[src/rtl/fetch_unit.sv]
// fetch_unit: PC generation, single-outstanding instruction memory fetch and a small {pc, instruction} FIFO.
// Redirects flush the FIFO; a response still in flight at redirect time is dropped via the discard flag.
module fetch_unit #(
    parameter int              XLEN      = 32,
    parameter logic [XLEN-1:0] RESET_PC  = '0,
    parameter int              BUF_DEPTH = 2
) (
    input  logic            i_clk,
    input  logic            i_reset,
    output logic            o_mem_req,
    output logic [XLEN-1:0] o_mem_addr,
    input  logic            i_mem_gnt,
    input  logic            i_mem_rvalid,
    input  logic [XLEN-1:0] i_mem_rdata,
    input  logic            i_redirect,
    input  logic [XLEN-1:0] i_redirect_pc,
    output logic            o_misaligned,
    output logic            o_valid,
    output logic [XLEN-1:0] o_instruction,
    output logic [XLEN-1:0] o_pc,
    input  logic            i_ready
);
    localparam int AW = $clog2(BUF_DEPTH);
    localparam logic [AW:0] DEPTH = (AW+1)'(BUF_DEPTH);

    typedef enum logic [1:0] {IDLE, REQ, WAIT} state_t;

    state_t          state, state_nx;
    logic [XLEN-1:0] fetch_pc, fetch_pc_nx;
    logic            discard, discard_nx;
    logic [AW:0]     count, count_nx;
    logic [AW-1:0]   rd_ptr, wr_ptr;
    logic [XLEN-1:0] pc_mem [BUF_DEPTH];
    logic [XLEN-1:0] ins_mem [BUF_DEPTH];
    logic            push, pop;

    assign o_mem_req     = state == REQ;
    assign o_mem_addr    = fetch_pc;
    assign o_valid       = count != '0;
    assign o_instruction = ins_mem[rd_ptr];
    assign o_pc          = pc_mem[rd_ptr];
    assign pop           = o_valid && i_ready;
    assign push          = state == WAIT && i_mem_rvalid && !discard && !i_redirect;
    assign count_nx      = count + (AW+1)'(push) - (AW+1)'(pop);

    always_comb begin
        state_nx    = state;
        fetch_pc_nx = fetch_pc;
        discard_nx  = discard;
        if (i_redirect) begin
            fetch_pc_nx = {i_redirect_pc[XLEN-1:2], 2'b00};
            // a grant this cycle or an unanswered request leaves a response to swallow
            if ((state == WAIT && !i_mem_rvalid) || (state == REQ && i_mem_gnt)) begin
                state_nx   = WAIT;
                discard_nx = 1'b1;
            end else begin
                state_nx   = REQ;
                discard_nx = 1'b0;
            end
        end else begin
            case (state)
                IDLE: state_nx = count < DEPTH ? REQ : IDLE;
                REQ:  state_nx = i_mem_gnt ? WAIT : REQ;
                WAIT: if (i_mem_rvalid) begin
                    discard_nx = 1'b0;
                    if (discard) begin
                        state_nx = IDLE;
                    end else begin
                        fetch_pc_nx = fetch_pc + XLEN'(4);
                        state_nx    = count_nx < DEPTH ? REQ : IDLE;
                    end
                end
                default: state_nx = IDLE;
            endcase
        end
    end

    always_ff @(posedge i_clk) begin
        if (i_reset) begin
            state        <= IDLE;
            fetch_pc     <= RESET_PC;
            discard      <= 1'b0;
            count        <= '0;
            rd_ptr       <= '0;
            wr_ptr       <= '0;
            o_misaligned <= 1'b0;
            for (int i = 0; i < BUF_DEPTH; i++) begin
                pc_mem[i]  <= '0;
                ins_mem[i] <= '0;
            end
        end else begin
            state        <= state_nx;
            fetch_pc     <= fetch_pc_nx;
            discard      <= discard_nx;
            o_misaligned <= i_redirect && i_redirect_pc[1:0] != 2'b00;
            if (i_redirect) begin
                count  <= '0;
                rd_ptr <= '0;
                wr_ptr <= '0;
            end else begin
                count <= count_nx;
                if (push) begin
                    pc_mem[wr_ptr]  <= fetch_pc;
                    ins_mem[wr_ptr] <= i_mem_rdata;
                    wr_ptr          <= wr_ptr + AW'(1);
                end
                if (pop) rd_ptr <= rd_ptr + AW'(1);
            end
        end
    end
endmodule

[config.mk]
export PLATFORM = sky130hd
export DESIGN_NAME = fetch_unit
export DESIGN_NICKNAME = d
export VERILOG_FILES = /design/src/rtl/fetch_unit.sv
export SDC_FILE = /design/constraint.sdc
export NUM_CORES = 1
export LEC_CHECK = 0
export BUFFER_PORTS_ARGS = -buffer_cell sky130_fd_sc_hd__buf_4
export CAP_MARGIN = 20
export CORE_MARGIN = 3
export CORE_UTILIZATION = 55
export CTS_BUF_LIST = sky130_fd_sc_hd__clkbuf_2 sky130_fd_sc_hd__clkbuf_4 sky130_fd_sc_hd__clkbuf_8
export DETAILED_ROUTE_END_ITERATION = 12
export PLACE_DENSITY = 0.9
export SKIP_LAST_GASP = 1
export SYNTH_ARGS = -nofsm -noshare
export SYNTH_HDL_FRONTEND = slang
export SYNTH_SLANG_ARGS = --single-unit
[constraint.sdc]
create_clock -name i_clk -period 8.3 [get_ports i_clk]
set_input_delay 0.415 -clock i_clk [delete_from_list [all_inputs] [get_ports i_clk]]
set_output_delay 0.415 -clock i_clk [all_outputs]
set_load 0.01 [all_outputs]
==> impl_results.md <==
* Status: complete, no violations
* TritonCTS clock tree: built
* Max VDD drop at 88.66 uV
* Post-synthesis mux area share at under 10%
* Async S/R FF share, synth at 0%
* Final WS setup at 4.717 ns
* Post_cts resized at 0
* All-Layer GR Usage at 22.78%
* Starting Density at 57.44%
* Wirelength per Cell at 18.80 um
* Period utilisation layout at 43.17%
* Core area at 0.01351 mm2
* First-pass GRT wire length at about 28 mm
* Setup bufs post-CTS at 0
* Sum Neg Setup Slack at 0 ns
* WHS Path Cells at 2
* Leak pwr at 3.799 nW
* Ports at 169
* Fin crit period at 3.583 ns
* Count of final hold-check violations at 0
* Worst Path Arrival at 3.67 ns
* Initial DRC Count at 632
* Post-synth top flop: edfxtp_1
* Layout cell share with drive strength beyond 1 at a little over a third
* Hold_sp: i_redirect_pc[2]
* Initial antenna violation count at 0
* Post-synthesis adder-cell area fraction at 0.4839%
* Total number of vias at 5563
* Fmax at 0.2791 GHz
* Nets at 839
* # Max-Cap Violations at 0
* FF-to-FF path depth at 4
* Drt first pass iters at 5
* Final-layout fill cell count at around 940
* Post-route ant nets at 0
* Compound-Gate Fraction of Synth Area at around 6.0%
* Vias per cell at 5.825
* Final Wtd Congestion at 0.8993
* Worst-skew pair later-pin latency at 0.45 ns
* Place WS at 4.644 ns
* Rel. slew slack at 39.79%
* DRC viols at 0
* #FFs+latches synth at 163
* Post-Syn Area at 0.007757 mm2
* Post-DP Area at 0.008999 mm2
* Largest net degree at the start of global routing at 64
* Critical Path Start: state[1]
* Vias in the first global route at 5372
* Final std cell area, no fill at 0.009449 mm2
* Most frequent cells in the layout: 169 x buf_4, 124 x and2_1, 124 x edfxtp_1, 63 x mux2_2, 38 x dfxtp_1
* FF-to-FF Start: state[1]
* Worst Hold Class: in2reg
* Hpwl dp at 11.82 mm
* CTS Buf Count at 17
* Layout area overhead at 21.81%
* Die footprint at ~0.016 mm2
* Hold Buf Count CTS at 0
* CTS H-tree lvls at 4
* CP Max Fanout at 63
* Most common cell after layout, fill and taps aside: buf_4
* # setup viols final at 0
* DIE HEIGHT at between 100 and 150 um
* Synth cell types at 56
* CP Capture Type: flip-flop
* Post-synthesis area per instance at 12.43 um2
* ANT cells at 0
* Largest family of logic cells by synthesized area: simple AND/OR/NAND/NOR gates
* Slew Viols, Final at 0
* I/O Buffers at 164
* Total power at 1.728 mW
* Cells after Synth at 624
* Pwr Density at between 150 and 200 mW/mm2
* Crit Path Category: reg2reg
* Die X at around 120 um
* Yosys Warn Count at 0
* # rows at 42
* Max Root-Sink Buffers at 2
* Clock Skews at between 0.01 and 0.015 ns
* Clock Sinks at 163
* Worst-Margin Slew at 0.9032 ns
* WP data required at roughly 8.4 ns
* EDFF count, synth at roughly 120
* Final WL at between 15 and 20 mm
* GR Overflow Total at 0
* Sequential-to-total area share from yosys stat at 58.06%
* Root buffer cell: clkbuf_8
* Worst Setup Start Kind: flip-flop
* Simple-gate share of the synthesized area at 20.53%
* Synth Area in XOR/XNOR at 1.468%
* RSZ-0062 raised after global routing: no
* CTS clock-pin slew for the worst setup and hold paths at 0.08 ns
[sequential cells by signal, indices dropped and copies added (netlist names), named ones only]
signal and count:
ins_mem 64, state 2, rd_ptr 1, o_misaligned 1, pc_mem 60, wr_ptr 1
o_mem_addr 30, count 2, discard 1
[critical path: stages (launching register included)]
cell,delay [ns]
dfxtp_1,0.43
and4bb_1,0.71
and3_2,0.92
or2_2,0.49
buf_4,0.58
[stage by stage]
| stage | instances | hold WS (ns) | util (%) |
|---|---|---|---|
| after floorplan | 627 | 0.4724 | - |
| after global placement | 923 | 0.4869 | 66.63 |
| after detailed placement | 923 | 0.5480 | 66.63 |
| after CTS | 955 | 0.1487 | 69.96 |
| after global routing | 955 | 0.1542 | 69.96 |
| final | 955 | 0.1827 | 69.96 |
[path summary, 6_finish.rpt]
kind | end | slack [ns]
max | pc_mem[1][6] | 4.72
min | o_mem_addr[2] | 0.18
max reg2reg | pc_mem[1][6] | 4.72
min reg2reg | flip-flop | 0.56
[synth_stat cells (all sizes together) (11+ instances only)]
cell type / number / area (um2)
a211oi: 14 / 105.1
dfxtp: 39 / 780.8
and4: 16 / 142.6
nand2: 15 / 58.81
nor2: 25 / 93.84
and2: 127 / 798.3
buf: 12 / 100.1
nand3: 11 / 55.05
clkbuf: 37 / 178.9
edfxtp: 124 / 3724
mux2: 63 / 709.4
nor3: 13 / 70.07
inv: 13 / 48.80
nand4: 17 / 127.6
[report_power, final]
group | switching (mW) | total (mW) | internal (mW)
clock network | 0.277 | 0.639 | 0.362
registers | 0.0317 | 0.940 | 0.909
logic | 0.0739 | 0.149 | 0.0752
total | 0.383 | 1.73 | 1.35
[kinds of logic after synthesis]
family,Yosys count
AO/OA/AOI/OAI,60
XOR/XNOR,13
adder cells (fa/ha/maj),3
buffers and inverters,62
flip-flops,163
multiplexers,63
other,1
AND/OR/NAND/NOR,259
[layout make-up]
cell class	instances	area (um2)	share of cell area, %
timing repair buffer	169	1269	13.43
tap	176	220.2	2.331
clock inverter	9	152.6	1.615
inverter	13	48.80	0.5164
clock buffer	23	297.8	3.151
multi-input combinational	402	2955	31.28
sequential	163	4506	47.68
[layer usage]
layer	up-vias	track usage, %	share of wire, %
li1	2583	-	-
met1	2670	29.56	39
met2	275	36.80	50
met3	35	5.532	8.7
met4	0	9.413	2.3
met5	-	0	0
Note: power is estimated with default switching activity, not from simulation.
